File: config.mk
export PLATFORM = sky130hd
export DESIGN_NAME = somador_serial
export DESIGN_NICKNAME = d
export VERILOG_FILES = /design/src/rtl/somador_serial_pkg.sv /design/src/rtl/somadorcompleto.sv /design/src/rtl/somador_serial.sv
export SDC_FILE = /design/constraint.sdc
export NUM_CORES = 1
export LEC_CHECK = 0
export CAP_MARGIN = 20
export CORE_ASPECT_RATIO = 0.8
export CORE_MARGIN = 5
export CORE_UTILIZATION = 55
export DETAILED_ROUTE_END_ITERATION = 8
export HOLD_SLACK_MARGIN = 0.03
export PLACE_DENSITY = 0.83
export SLEW_MARGIN = 40
export SYNTH_ARGS = -nofsm -noshare
export SYNTH_HDL_FRONTEND = slang
export SYNTH_SLANG_ARGS = --single-unit
File: constraint.sdc
create_clock -name clk -period 2.37 [get_ports clk]
set_input_delay 0.3555 -clock clk [delete_from_list [all_inputs] [get_ports clk]]
set_output_delay 0.3555 -clock clk [all_outputs]
set_load 0.02 [all_outputs]
File: src/rtl/somador_serial_pkg.sv
// Shared constants for the bit-serial adder: FSM state encoding, default
// operand width and the signed-overflow helper.
package somador_serial_pkg;

  // FSM state encoding
  localparam logic [1:0] OCIOSO  = 2'd0;
  localparam logic [1:0] SOMANDO = 2'd1;
  localparam logic [1:0] FIM     = 2'd2;

  // Default operand/result width
  localparam int N_PADRAO = 8;

  // Two's-complement overflow: carry into the MSB differs from carry out of it
  function automatic logic calc_ovf(input logic carry_msb, input logic carry_out);
    return carry_msb ^ carry_out;
  endfunction

endpackage

File: src/rtl/somadorcompleto.sv
// Structural one-bit full-adder cell; the single datapath slice of the serial adder.
module somadorcompleto (
  input  logic a,
  input  logic b,
  input  logic cin,
  output logic s,
  output logic cout
);

  logic a_xor_b;

  assign a_xor_b = a ^ b;
  assign s       = a_xor_b ^ cin;
  assign cout    = (a & b) | (a_xor_b & cin);

endmodule

File: src/rtl/somador_serial.sv
// Bit-serial N-bit adder: one full-adder cell walks the operands LSB first,
// carry fed back through a register, sum bits shifted in from the MSB side.
// Optional feature macro: SOMADOR_SERIAL_OVF_EN adds a signed-overflow output ovf.
module somador_serial
  import somador_serial_pkg::*;
#(
  parameter int N  = N_PADRAO,
  parameter int CW = $clog2(N + 1)
) (
  input  logic         clk,
  input  logic         rst,
  input  logic         inicio,
  input  logic [N-1:0] a,
  input  logic [N-1:0] b,
  input  logic         cin,
  output logic [N-1:0] s,
  output logic         cout,
  output logic         pronto,
`ifdef SOMADOR_SERIAL_OVF_EN
  output logic         ocupado,
  output logic         ovf
`else
  output logic         ocupado
`endif
);

  // Counter value on the final (Nth) step
  localparam logic [CW-1:0] ULTIMO = CW'(N - 1);

  logic [1:0]    state_q, state_d;
  logic [N-1:0]  reg_a_q, reg_a_d;
  logic [N-1:0]  reg_b_q, reg_b_d;
  logic [N-1:0]  reg_s_q, reg_s_d;
  logic          carry_q, carry_d;
  logic [CW-1:0] cnt_q, cnt_d;
  logic [N-1:0]  s_q, s_d;
  logic          cout_q, cout_d;
`ifdef SOMADOR_SERIAL_OVF_EN
  logic          ovf_q, ovf_d;
`endif

  logic fa_s;
  logic fa_cout;

  // The one adder cell: current LSB pair plus the fed-back carry
  somadorcompleto u_fa (
    .a    (reg_a_q[0]),
    .b    (reg_b_q[0]),
    .cin  (carry_q),
    .s    (fa_s),
    .cout (fa_cout)
  );

  // Next-state logic: operand load, per-step shift/accumulate and result commit
  always_comb begin
    state_d = state_q;
    reg_a_d = reg_a_q;
    reg_b_d = reg_b_q;
    reg_s_d = reg_s_q;
    carry_d = carry_q;
    cnt_d   = cnt_q;
    s_d     = s_q;
    cout_d  = cout_q;
`ifdef SOMADOR_SERIAL_OVF_EN
    ovf_d   = ovf_q;
`endif
    case (state_q)
      OCIOSO: begin
        if (inicio) begin
          reg_a_d = a;
          reg_b_d = b;
          carry_d = cin;
          cnt_d   = '0;
          state_d = SOMANDO;
        end
      end
      SOMANDO: begin
        reg_s_d = {fa_s, reg_s_q[N-1:1]};
        carry_d = fa_cout;
        reg_a_d = {1'b0, reg_a_q[N-1:1]};
        reg_b_d = {1'b0, reg_b_q[N-1:1]};
        cnt_d   = cnt_q + CW'(1);
        if (cnt_q == ULTIMO) begin
          // Final step: publish the completed sum; carry_q is the carry into the MSB
          state_d = FIM;
          s_d     = {fa_s, reg_s_q[N-1:1]};
          cout_d  = fa_cout;
`ifdef SOMADOR_SERIAL_OVF_EN
          ovf_d   = calc_ovf(carry_q, fa_cout);
`endif
        end
      end
      FIM: begin
        state_d = OCIOSO;
      end
      default: begin
        state_d = OCIOSO;
      end
    endcase
  end

  // State and datapath registers with synchronous reset
  always_ff @(posedge clk) begin
    if (rst) begin
      state_q <= OCIOSO;
      reg_a_q <= '0;
      reg_b_q <= '0;
      reg_s_q <= '0;
      carry_q <= 1'b0;
      cnt_q   <= '0;
      s_q     <= '0;
      cout_q  <= 1'b0;
`ifdef SOMADOR_SERIAL_OVF_EN
      ovf_q   <= 1'b0;
`endif
    end else begin
      state_q <= state_d;
      reg_a_q <= reg_a_d;
      reg_b_q <= reg_b_d;
      reg_s_q <= reg_s_d;
      carry_q <= carry_d;
      cnt_q   <= cnt_d;
      s_q     <= s_d;
      cout_q  <= cout_d;
`ifdef SOMADOR_SERIAL_OVF_EN
      ovf_q   <= ovf_d;
`endif
    end
  end

  assign s       = s_q;
  assign cout    = cout_q;
  assign pronto  = (state_q == FIM);
  assign ocupado = (state_q != OCIOSO);
`ifdef SOMADOR_SERIAL_OVF_EN
  assign ovf     = ovf_q;
`endif

endmodule

# Yosys cells after proc, flatten, opt, wreduce, memory -nomap -nowiden
# Index checks and enable logic that the tools add are counted.
[word_totals]
in_bits = 20
reg_bits = 40
word_cells = 36
[op_classes]
n_reduce_logical = 6
n_addsub = 1
bitwise = 5
muxes = 11
n_eq_ne = 5
[op_table]
columns = ["op", "count"]
rows = [
  ["8-bit one-hot mux with 2 select lines", 2],
  ["8-bit two-way mux", 2],
  ["4-bit one-hot mux with 2 select lines", 1],
  ["2-bit AND reduction", 3],
  ["4-bit by 1-bit adder with 4-bit output, second input constant", 1],
  ["4-bit by 3-bit equality test with 1-bit output, second input constant", 1],
  ["2-bit two-way mux", 2],
  ["4-bit two-way mux", 1],
  ["2-bit != test, second input constant", 2],
  ["2-bit one-hot mux with 2 select lines", 1],
  ["2-bit nonzero test", 2],
  ["1-bit bitwise AND", 2],
  ["2-bit by 1-bit equality test with 1-bit output, second input constant", 1],
  ["2-bit equality test, second input constant", 1],
  ["2-bit logical NOT", 1],
  ["1-bit one-hot mux with 2 select lines", 1],
  ["1-bit XOR", 2],
  ["1-bit two-way mux", 1],
  ["1-bit bitwise OR", 1],
]

# Depth between registers and ports, before layout
# Gate-level depths: netlist of the first run.
[logic_depth]
word_depth = 4
ltp_mapped = 5
ltp_nobuf = 4

# Hierarchy
# A second synthesis of the first run with hierarchy kept.
[unflattened]
hier_cells = 193
area_unflattened_um2 = 1685.4
[modules_own_cells]
columns = ["mod", "n_inst", "seq_area_each_um2", "area_per_inst_um2", "cells_each"]
rows = [
  ["somador_serial", 1, 780.7, 1665.3, 192],
  ["somadorcompleto", 1, 0.0, 20.0, 1],
]

# Worst setup path before layout of the first run
# OpenSTA, ideal clock, no wires.
[synth_timing]
kind = "reg-to-output"
start = "register state_q[1]"
end = "output port pronto"
required_time_ps = 2014
arrival_time_ps = 1015
path_slack_ps = 1000
n_path_buf = 1
path_stages_with_launch = 4
path_cell_list = "dfxtp_1 > inv_1 > clkbuf_1 > nor2_1"
[synth_via]
elab_chain_cells = 1
[synth_rtl]
columns = ["item", "line", "text"]
rows = [
  ["start: declaration", "somador_serial.sv:30", "logic [1:0] state_q, state_d;"],
  ["start signal: assignment", "somador_serial.sv:117", "state_q <= state_d;"],
  ["2-bit equality test", "somador_serial.sv:133", "assign pronto = (state_q == FIM);"],
  ["end: declaration", "somador_serial.sv:18", "output logic pronto,"],
]
# No other way between the ends.

# Final worst setup path of the first run
# Ends and elaborated chain as after synthesis.

==> key figures, run 1 <==
Status
  – Outcome: complete, no violations

Global routing
  – Grt ovf: 0
  – Global-route wire length before repair: 6.10 mm
  – GRT met1 Usage: 0.222
  – Largest net degree at the start of global routing: 40
  – Antenna violations before repair: 0
  – Gr usage total: 0.181
  – Vias in the first global route: 1,357
  – Most Used Layer, Global Route: met2
  – Met2 global-route usage: 0.309
  – Routing usage on met3: 0.0458

Clock tree
  – CTS Buf Count: 5
  – Post-CTS Resized: 0
  – Clk slew on worst S/H paths: 0.07 ns
  – CTS root buf: clkbuf_8
  – CTS Buffer Depth: 2
  – Clk_lat worst skew: 0.28 ns
  – Clock sink count: 39
  – CTS tree: done
  – Cts hold-fix bufs: 0
  – Post-CTS setup buffers: 0
  – CTS H-tree depth: 2

Detailed routing
  – DR iter-0 viols: 95
  – DRC viols: 0
  – Post-DR vias/cell: 5.74
  – WL per Instance: 14.0 µm
  – First-pass DRT Iterations: 4
  – Routed Wire Length: 3.59 mm
  – Vias: 1,475
  – Remaining antenna violation count: 0

Timing
  – Final setup viols: 0
  – Final worst path period share: 0.894
  – Relative slew margins: 0.536
  – RSZ-0062 raised after global routing: no
  – Max Clk Rate: 472 MHz
  – Setup Skew: 0.00987 ns
  – Hold Vio Cnt, Final: 0
  – Crit path time final: 2.12 ns
  – TNS Setup: 0 ns
  – Worst-Margin Slew: 0.696 ns
  – Final worst-path setup slack: 0.250 ns
  – Final Max Tran Viols: 0

Floorplanning
  – Die Y: 59.6 µm
  – Placeable core area: 3020 µm²
  – I/O pins: 31
  – Total die area: 4280 µm²
  – Die X-Extent: 71.9 µm
  – Initial Util: 0.559
  – Rows: 18

Placed design
  – Number of port buffers: 30
  – DPL Wire Length: 2.45 mm
  – Gpl congestion: 0.801
  – Dpl ws: 0.566 ns
  – Inst Count DP: 250
  – Placed Area: 1970 µm²

Setup path
  – Reg2reg setup slack: 0.55 ns
  – Setup crit end kind: primary output
  – WP data arrival: 1.76 ns
  – Startpoint types: register
  – CP max FO: 16
  – CP required: 2.01 ns
  – WS Path Type: register to primary output

Yosys
  – Sequential area share after synthesis: 0.463
  – Asr flop ratio synth: 0
  – Yosys reg bits: 39
  – Syn_nets: 215
  – Post-synth top area share: 0.463
  – Synth unique cells: 27
  – Post-Synthesis Cells: 193
  – Mapped Area: 1690 µm²
  – Syn_area_per_cell: 8.75 µm²
  – Most common flop cell mapped by yosys: dfxtp_1
  – Area leader, netlist: dfxtp_1
  – Syn. warnings: 0
  – Top cells by area, synth: dfxtp_1 46%, a211oi_1 7.6%, nor2_1 7.1%
  – EDFF count, synth: 0

Power
  – P per Cell Area: 634 nW/µm²
  – Total power: 1.30 mW
  – Leak: 0.739 nW
  – Maximum vdd ir drop: 0.458 mV

Worst hold path
  – Min-delay worst type: register to register

Final layout
  – Commonest cells after routing, fill and taps aside: 39 x dfxtp_1, 32 x nor2_1, 30 x clkdlybuf4s50_1
  – Final Non-Filler Cells: 257
  – Share of layout cells above drive strength 1: 0.0553
  – # diodes: 0
  – Layout area overhead: 21.6%
  – Post-layout instance area: 2050 µm²
  – # nets final: 239
  – Most common cell after layout, fill and taps aside: dfxtp_1

Run
  – Max Cap Viol: 0
[logic make-up after synthesis]
logic type / synth area share
AO/OA/AOI/OAI: 0.285
adder cells (fa/ha/maj): 0.0193
flip-flops: 0.463
buffers and inverters: 0.0675
AND/OR/NAND/NOR: 0.166
[registers in the layout, summed over array words and instances, names as in the netlist]
register / flops
carry_q: 1
reg_s_q: 7
reg_b_q: 8
s: 8
cnt_q: 4
state_q: 2
cout: 1
reg_a_q: 8
[through the flow]
stage | utilization | hold WS (ns)
global route | 0.680 | 0.500
detailed placement | 0.651 | 0.458
CTS | 0.680 | 0.469
floorplan | - | 0.437
finish | 0.680 | 0.468
global placement | 0.651 | 0.445
[where the power goes]
part / switching [mW] / internal [mW] / leakage, nW
Clock: 0.208 / 0.228 / 0.0470
Combinational: 0.0804 / 0.0750 / 0.372
Sequential: 0.0232 / 0.686 / 0.319
Total: 0.312 / 0.989 / 0.739
[routing by layer]
| layer | part of all wire | wire length (µm) |
|---|---|---|
| met5 | 0 | 0 |
| met4 | 0.0053 | 19 |
| met3 | 0.034 | 123 |
| met2 | 0.49 | 1780 |
| met1 | 0.46 | 1670 |
[critical path: stages (launching register included)]
cell,delay (ns)
dfxtp_1,0.42
inv_1,0.28
nor2_1,0.17
clkdlybuf4s50_1,0.61
[final timing paths]
check                     startpoint                 endpoint  cells past startpoint
max          state_q[1]$_SDFFE_PP0P_                   pronto                      3
min          reg_s_q[1]$_SDFFE_PP0P_  reg_s_q[1]$_SDFFE_PP0P_                      2
max reg2reg  state_q[0]$_SDFFE_PP0P_  reg_a_q[4]$_SDFFE_PP0P_                      4
min reg2reg  reg_s_q[1]$_SDFFE_PP0P_  reg_s_q[1]$_SDFFE_PP0P_                      2
[cell usage after synthesis, types with 4 or more instances]
cell / count
a211oi_1: 17
clkbuf_1: 6
nand2_1: 19
a21oi_1: 17
a21bo_1: 9
dfxtp_1: 39
o2bb2ai_1: 10
buf_4: 5
buf_2: 4
nor2_1: 32
nand3_1: 11
o22ai_1: 5
[cell type report]
type / count / area, µm²
well taps: 40 / 50.0
repair buffers: 34 / 330
fillers: 249 / 965
multi-input cells: 134 / 793
clock buffers: 6 / 82.6
flip-flops and latches: 39 / 781
inverters: 3 / 11.3
clock inverters: 1 / 5.00
Power figures use the tool's default switching activity.
==> run 2, diff against run 1 <==
CTS_BUF_LIST = sky130_fd_sc_hd__clkbuf_8   (was default)
clock period = 2.6 ns   (was 2.37 ns; I/O delays follow)
==> key figures, run 2 (same netlist as run 1, synthesis figures left out) <==
Final layout
  – Commonest cells after routing, fill and taps aside: 39 x dfxtp_1, 32 x nor2_1, 30 x clkdlybuf4s50_1
  – Post-layout instance area: 2100 µm² (+2.2%)
  – # nets final: 239 (unchanged)
  – # diodes: 0 (unchanged)
  – Layout area overhead: 24.3%
  – Share of layout cells above drive strength 1: 0.0550 (-0.000254)
  – Final Util: 0.695 (+0.0149)
  – Final Non-Filler Cells: 258 (+0.39%)
  – Most common cell after layout, fill and taps aside: dfxtp_1

Floorplanning
  – I/O pins: 31 (unchanged)
  – Initial Util: 0.559 (unchanged)
  – Die X-Extent: 71.9 µm (unchanged)
  – Placeable core area: 3020 µm² (unchanged)
  – Total die area: 4280 µm² (unchanged)
  – Die Y: 59.6 µm (unchanged)
  – Rows: 18 (unchanged)

Detailed routing
  – Post-DR vias/cell: 5.71 (-0.52%)
  – Routed Wire Length: 3.72 mm (+3.7%)
  – DRC viols: 0 (unchanged)
  – First-pass DRT Iterations: 4 (unchanged)
  – DR iter-0 viols: 150 (+58%)
  – Remaining antenna violation count: 0 (unchanged)
  – Vias: 1,473 (-0.14%)
  – WL per Instance: 14.4 µm (+3.3%)

Clock tree
  – CTS H-tree depth: 2 (unchanged)
  – Post-CTS setup buffers: 0 (unchanged)
  – Cts hold-fix bufs: 0 (unchanged)
  – Clk_lat worst skew: 0.29 ns (about the same)
  – CTS tree: done
  – CTS root buf: clkbuf_8
  – CTS Buf Count: 5 (unchanged)
  – Clk slew on worst S/H paths: 0.07 ns (about the same)
  – Post-CTS Resized: 0 (unchanged)
  – CTS Buffer Depth: 2 (unchanged)
  – Clock sink count: 39 (unchanged)

Run
  – Max Cap Viol: 0 (unchanged)

Setup path
  – Buf/Inv on CP: 2 (unchanged)
  – Reg2reg setup slack: 0.99 ns (+0.44 ns)
  – Crit-path cells: inv_1, nor2_1, clkdlybuf4s50_1
  – WP data arrival: 1.79 ns (+0.03 ns)
  – CP max FO: 16 (unchanged)
  – Critical Path Max Stage Delay: 0.61 ns (about the same)
  – Startpoint types: register
  – Worst path slowest cell: clkdlybuf4s50_1
  – R2R Path End: s[2]$_SDFFE_PP0P_
  – WS Path Type: register to primary output
  – Setup crit end kind: primary output
  – R2R depth: 4 (unchanged)
  – CP required: 2.21 ns (+0.20 ns)
  – RR Startpoint: cnt_q[0]$_SDFFE_PP0P_
  – Worst path top cell family by delay: buffers and inverters

Power
  – Maximum vdd ir drop: 0.624 mV (+36%)
  – Internal power: 1.07 mW (+8.5%)
  – Clock share of power: 0.425 (+0.090)
  – Leak: 0.761 nW (+3.0%)
  – Logic pwr share: 0.103 (-0.016)
  – Net Sw Frac: 0.218 (-0.0216)
  – Total power: 1.37 mW (+5.5%)
  – Switching pwr: 0.299 mW (-4.0%)
  – Reg power frac: 0.472 (-0.073)
  – P per Cell Area: 654 nW/µm² (+3.2%)

Timing
  – Min Hold Slack: 0.468 ns (-0.000720 ns)
  – RSZ-0062 raised after global routing: no
  – Relative slew margins: 0.543 (+0.00709)
  – Max Clk Rate: 458 MHz
  – TNS Setup: 0 ns (unchanged)
  – Final Max Tran Viols: 0 (unchanged)
  – Hold Vio Cnt, Final: 0 (unchanged)
  – Final setup viols: 0 (unchanged)
  – Setup Skew: 0.00851 ns (-0.00137 ns)
  – Worst-Margin Slew: 0.685 ns (-0.0106 ns)
  – Crit path time final: 2.18 ns
  – Final worst-path setup slack: 0.416 ns (+0.166 ns)
  – Final worst path period share: 0.840

Global routing
  – Largest net degree at the start of global routing: 40 (unchanged)
  – Antenna violations before repair: 0 (unchanged)
  – Grt ovf: 0 (unchanged)
  – Gr usage total: 0.183 (+0.00102)
  – Global-route wire length before repair: 6.20 mm (+1.6%)
  – Routing usage on met3: 0.0475 (+0.00169)
  – Most Used Layer, Global Route: met2
  – Met2 global-route usage: 0.302 (-0.00654)
  – GRT met1 Usage: 0.221 (-0.00127)
  – Vias in the first global route: 1,478 (+8.9%)

Placed design
  – Gpl congestion: 0.781 (-2.4%)
  – Placed Area: 1970 µm² (unchanged)
  – Inst Count DP: 250 (unchanged)
  – Dpl ws: 0.671 ns (+0.104 ns)
  – DPL Wire Length: 2.45 mm (-0.35%)
  – Number of port buffers: 30 (unchanged)

Status
  – Outcome: complete, no violations

Worst hold path
  – WHS Path Cells: 2 (unchanged)
  – Hold Crit Start: reg_s_q[1]$_SDFFE_PP0P_
  – Worst Hold Path EP: reg_s_q[1]$_SDFFE_PP0P_
  – Min-delay worst type: register to register
## run 2: layer usage
layer | routed length, µm | share of wire | vias up
met5 | 0 | 0 | -
met4 | 66 | 0.018 | 0
met1 | 1640 | 0.44 | 686
met3 | 249 | 0.067 | 10
li1 | - | - | 730
met2 | 1770 | 0.48 | 47
## run 2: area by class of cell
class,count,area (µm²)
Sequential cell,39,781
Tap cell,40,50.0
Fill cell,246,920
Clock buffer,5,68.8
Multi-Input combinational cell,134,793
Timing Repair Buffer,34,330
Clock inverter,3,63.8
Inverter,3,11.3
## run 2: worst register-to-register path, cell delays in order (launching register included)
cell and delay (ns):
dfxtp_1 0.38, ha_1 0.21, and3b_1 0.62, nand3_1 0.16
a21oi_1 0.16
## run 2: power by group through the flow
| stage | logic (mW) | registers, mW | clock network (mW) |
|---|---|---|---|
| after global routing | 0.157 | 0.650 | 0.625 |
| after CTS | 0.142 | 0.646 | 0.592 |
| after global placement | 0.136 | 0.658 | 0 |
| final | 0.142 | 0.647 | 0.584 |
| after floorplan | 0.101 | 0.652 | 0 |
| after detailed placement | 0.140 | 0.659 | 0 |
## run 2: worst max path at each step
stage,start,end,slack (ns),cells after the start
floorplan,state_q[1]$_SDFFE_PP0P_,pronto,1.20,3
global placement,inicio,reg_a_q[2]$_SDFFE_PP0P_,0.70,5
detailed placement,inicio,reg_a_q[2]$_SDFFE_PP0P_,0.67,5
CTS,state_q[1]$_SDFFE_PP0P_,pronto,0.41,3
global route,state_q[1]$_SDFFE_PP0P_,pronto,0.32,3
finish,state_q[1]$_SDFFE_PP0P_,pronto,0.42,3
==> run 3, diff against run 2 <==
CORE_UTILIZATION = 53   (was 55)
PLACE_DENSITY = 0.81   (was 0.83)
clock period = 2.15 ns   (was 2.6 ns; I/O delays follow)
==> key figures, run 3 (same netlist as run 1, synthesis figures left out) <==
Clock tree
  – Cts hold-fix bufs: 0 (unchanged)
  – CTS Buffer Depth: 2 (unchanged)
  – CTS Buf Count: 5 (unchanged)
  – Post-CTS setup buffers: 0 (unchanged)
  – Clk_lat worst skew: 0.29 ns (about the same)
  – Clk slew on worst S/H paths: 0.07 ns (about the same)
  – Clock sink count: 39 (unchanged)
  – Post-CTS Resized: 0 (unchanged)
  – CTS H-tree depth: 2 (unchanged)
  – CTS root buf: clkbuf_8
  – CTS tree: done

Detailed routing
  – DRC viols: 0 (unchanged)
  – WL per Instance: 14.9 µm (+3.2%)
  – Vias: 1,506 (+2.2%)
  – First-pass DRT Iterations: 4 (unchanged)
  – Remaining antenna violation count: 0 (unchanged)
  – Routed Wire Length: 3.87 mm (+4.0%)
  – DR iter-0 viols: 89 (-41%)
  – Post-DR vias/cell: 5.79 (+1.5%)

Placed design
  – Number of port buffers: 30 (unchanged)
  – DPL Wire Length: 2.57 mm (+5.0%)
  – Gpl congestion: 0.744 (-4.7%)
  – Placed Area: 1980 µm² (+0.76%)
  – Inst Count DP: 252 (+0.80%)

Final layout
  – Final Non-Filler Cells: 260 (+0.78%)
  – Most common cell after layout, fill and taps aside: dfxtp_1
  – Layout area overhead: 22.2%
  – # nets final: 241 (+0.84%)
  – Sequential standard cell area: 781 µm² (unchanged)
  – Commonest cells after routing, fill and taps aside: 39 x dfxtp_1, 32 x nor2_1, 30 x clkdlybuf4s50_1
  – Share of layout cells above drive strength 1: 0.0591 (+0.00405)
  – Footprint of the multi-input gates: 793 µm² (unchanged)
  – Fillers: 238 (-3.3%)
  – # diodes: 0 (unchanged)
  – Post-layout instance area: 2060 µm² (-1.7%)

Timing
  – Final worst path period share: 0.882
  – Worst-Margin Slew: 0.568 ns (-0.117 ns)
  – Setup Skew: 0.00493 ns (-0.00358 ns)
  – Max Clk Rate: 528 MHz
  – Final Max Tran Viols: 0 (unchanged)
  – Hold Vio Cnt, Final: 0 (unchanged)
  – Relative slew margins: 0.621 (+0.0780)
  – Crit path time final: 1.90 ns
  – TNS Setup: 0 ns (unchanged)
  – Final setup viols: 0 (unchanged)
  – Min Hold Slack: 0.465 ns (-0.00305 ns)
  – RSZ-0062 raised after global routing: no

Setup path
  – Setup crit end kind: primary output
  – Worst path slowest cell: clkdlybuf4s50_1
  – WS Path Type: register to primary output
  – CP required: 1.83 ns (-0.38 ns)
  – WP data arrival: 1.57 ns (-0.22 ns)
  – Startpoint types: register
  – CP max FO: 7 (-9)
  – Crit-path cells: inv_1, nor2_1, clkdlybuf4s50_1
  – Critical Path Max Stage Delay: 0.61 ns (about the same)

Floorplanning
  – Die X-Extent: 73.1 µm (+1.6%)
  – Rows: 18 (unchanged)
  – I/O pins: 31 (unchanged)
  – Die Y: 60.5 µm (+1.6%)
  – Placeable core area: 3090 µm² (+2.2%)
  – Total die area: 4420 µm² (+3.2%)
  – Initial Util: 0.547 (-0.0122)

Global routing
  – Largest net degree at the start of global routing: 40 (unchanged)
  – Vias in the first global route: 1,465 (-0.88%)
  – Grt ovf: 0 (unchanged)
  – Global-route wire length before repair: 6.46 mm (+4.2%)
  – Antenna violations before repair: 0 (unchanged)
  – Gr usage total: 0.190 (+0.00777)

Status
  – Outcome: complete, no violations

Worst hold path
  – Min-delay worst type: register to register

Power
  – P per Cell Area: 686 nW/µm² (+4.8%)
  – Maximum vdd ir drop: 0.425 mV (-32%)
  – Leak: 0.752 nW (-1.2%)

Run
  – Max Cap Viol: 0 (unchanged)
run 3: cell types whose count changed in the layout (fill, tap and decap cells not counted):
cell       change
buf_4          +2
bufinv_16      -2
clkinv_2       +1
inv_1          +1
run 3: path summary, 6_finish.rpt:
check	startpoint	endpoint	slack (ns)	cells past startpoint
worst max register to register	cnt_q[0]$_SDFFE_PP0P_	s[3]$_SDFFE_PP0P_	0.50	5
worst min register to register	reg_s_q[1]$_SDFFE_PP0P_	reg_s_q[1]$_SDFFE_PP0P_	0.46	2
worst max-delay path	state_q[1]$_SDFFE_PP0P_	pronto	0.25	3
worst min-delay path	reg_s_q[1]$_SDFFE_PP0P_	reg_s_q[1]$_SDFFE_PP0P_	0.46	2
run 3: routing by layer:
layer | global-route usage | wire [µm] | up-vias
met5 | 0 | 0 | -
met4 | 0.0974 | 78 | 0
met3 | 0.0596 | 196 | 11
met2 | 0.313 | 1860 | 43
met1 | 0.226 | 1740 | 718
li1 | - | - | 734
run 3: area by class of cell:
type | count | area share
clock buffer | 5 | 0.0334
timing repair buffer | 36 | 0.167
multi-input combinational | 134 | 0.385
clock inverter | 3 | 0.00607
sequential | 39 | 0.379
inverter | 3 | 0.00546
tap | 40 | 0.0243
run 3: report_power, final:
group | switching [mW] | internal (mW) | total (mW)
clock | 0.240 | 0.218 | 0.458
combinational | 0.0913 | 0.0826 | 0.174
sequential | 0.0249 | 0.757 | 0.781
total | 0.357 | 1.06 | 1.41
run 3: stage by stage:
stage               total power [mW]   util  setup slack [ns]
floorplan                      0.910      -             0.813
global placement               0.959  0.642             0.522
detailed placement             0.968  0.642             0.434
CTS                             1.42  0.668             0.272
global route                    1.48  0.668             0.199
finish                          1.41  0.668             0.255
run 3: worst max-delay path, delay by kind of cell, from the launching register on:
kind	cells	cell delay, ns
buffers and inverters	2	0.70
flip-flops	1	0.48
AND/OR/NAND/NOR	1	0.11
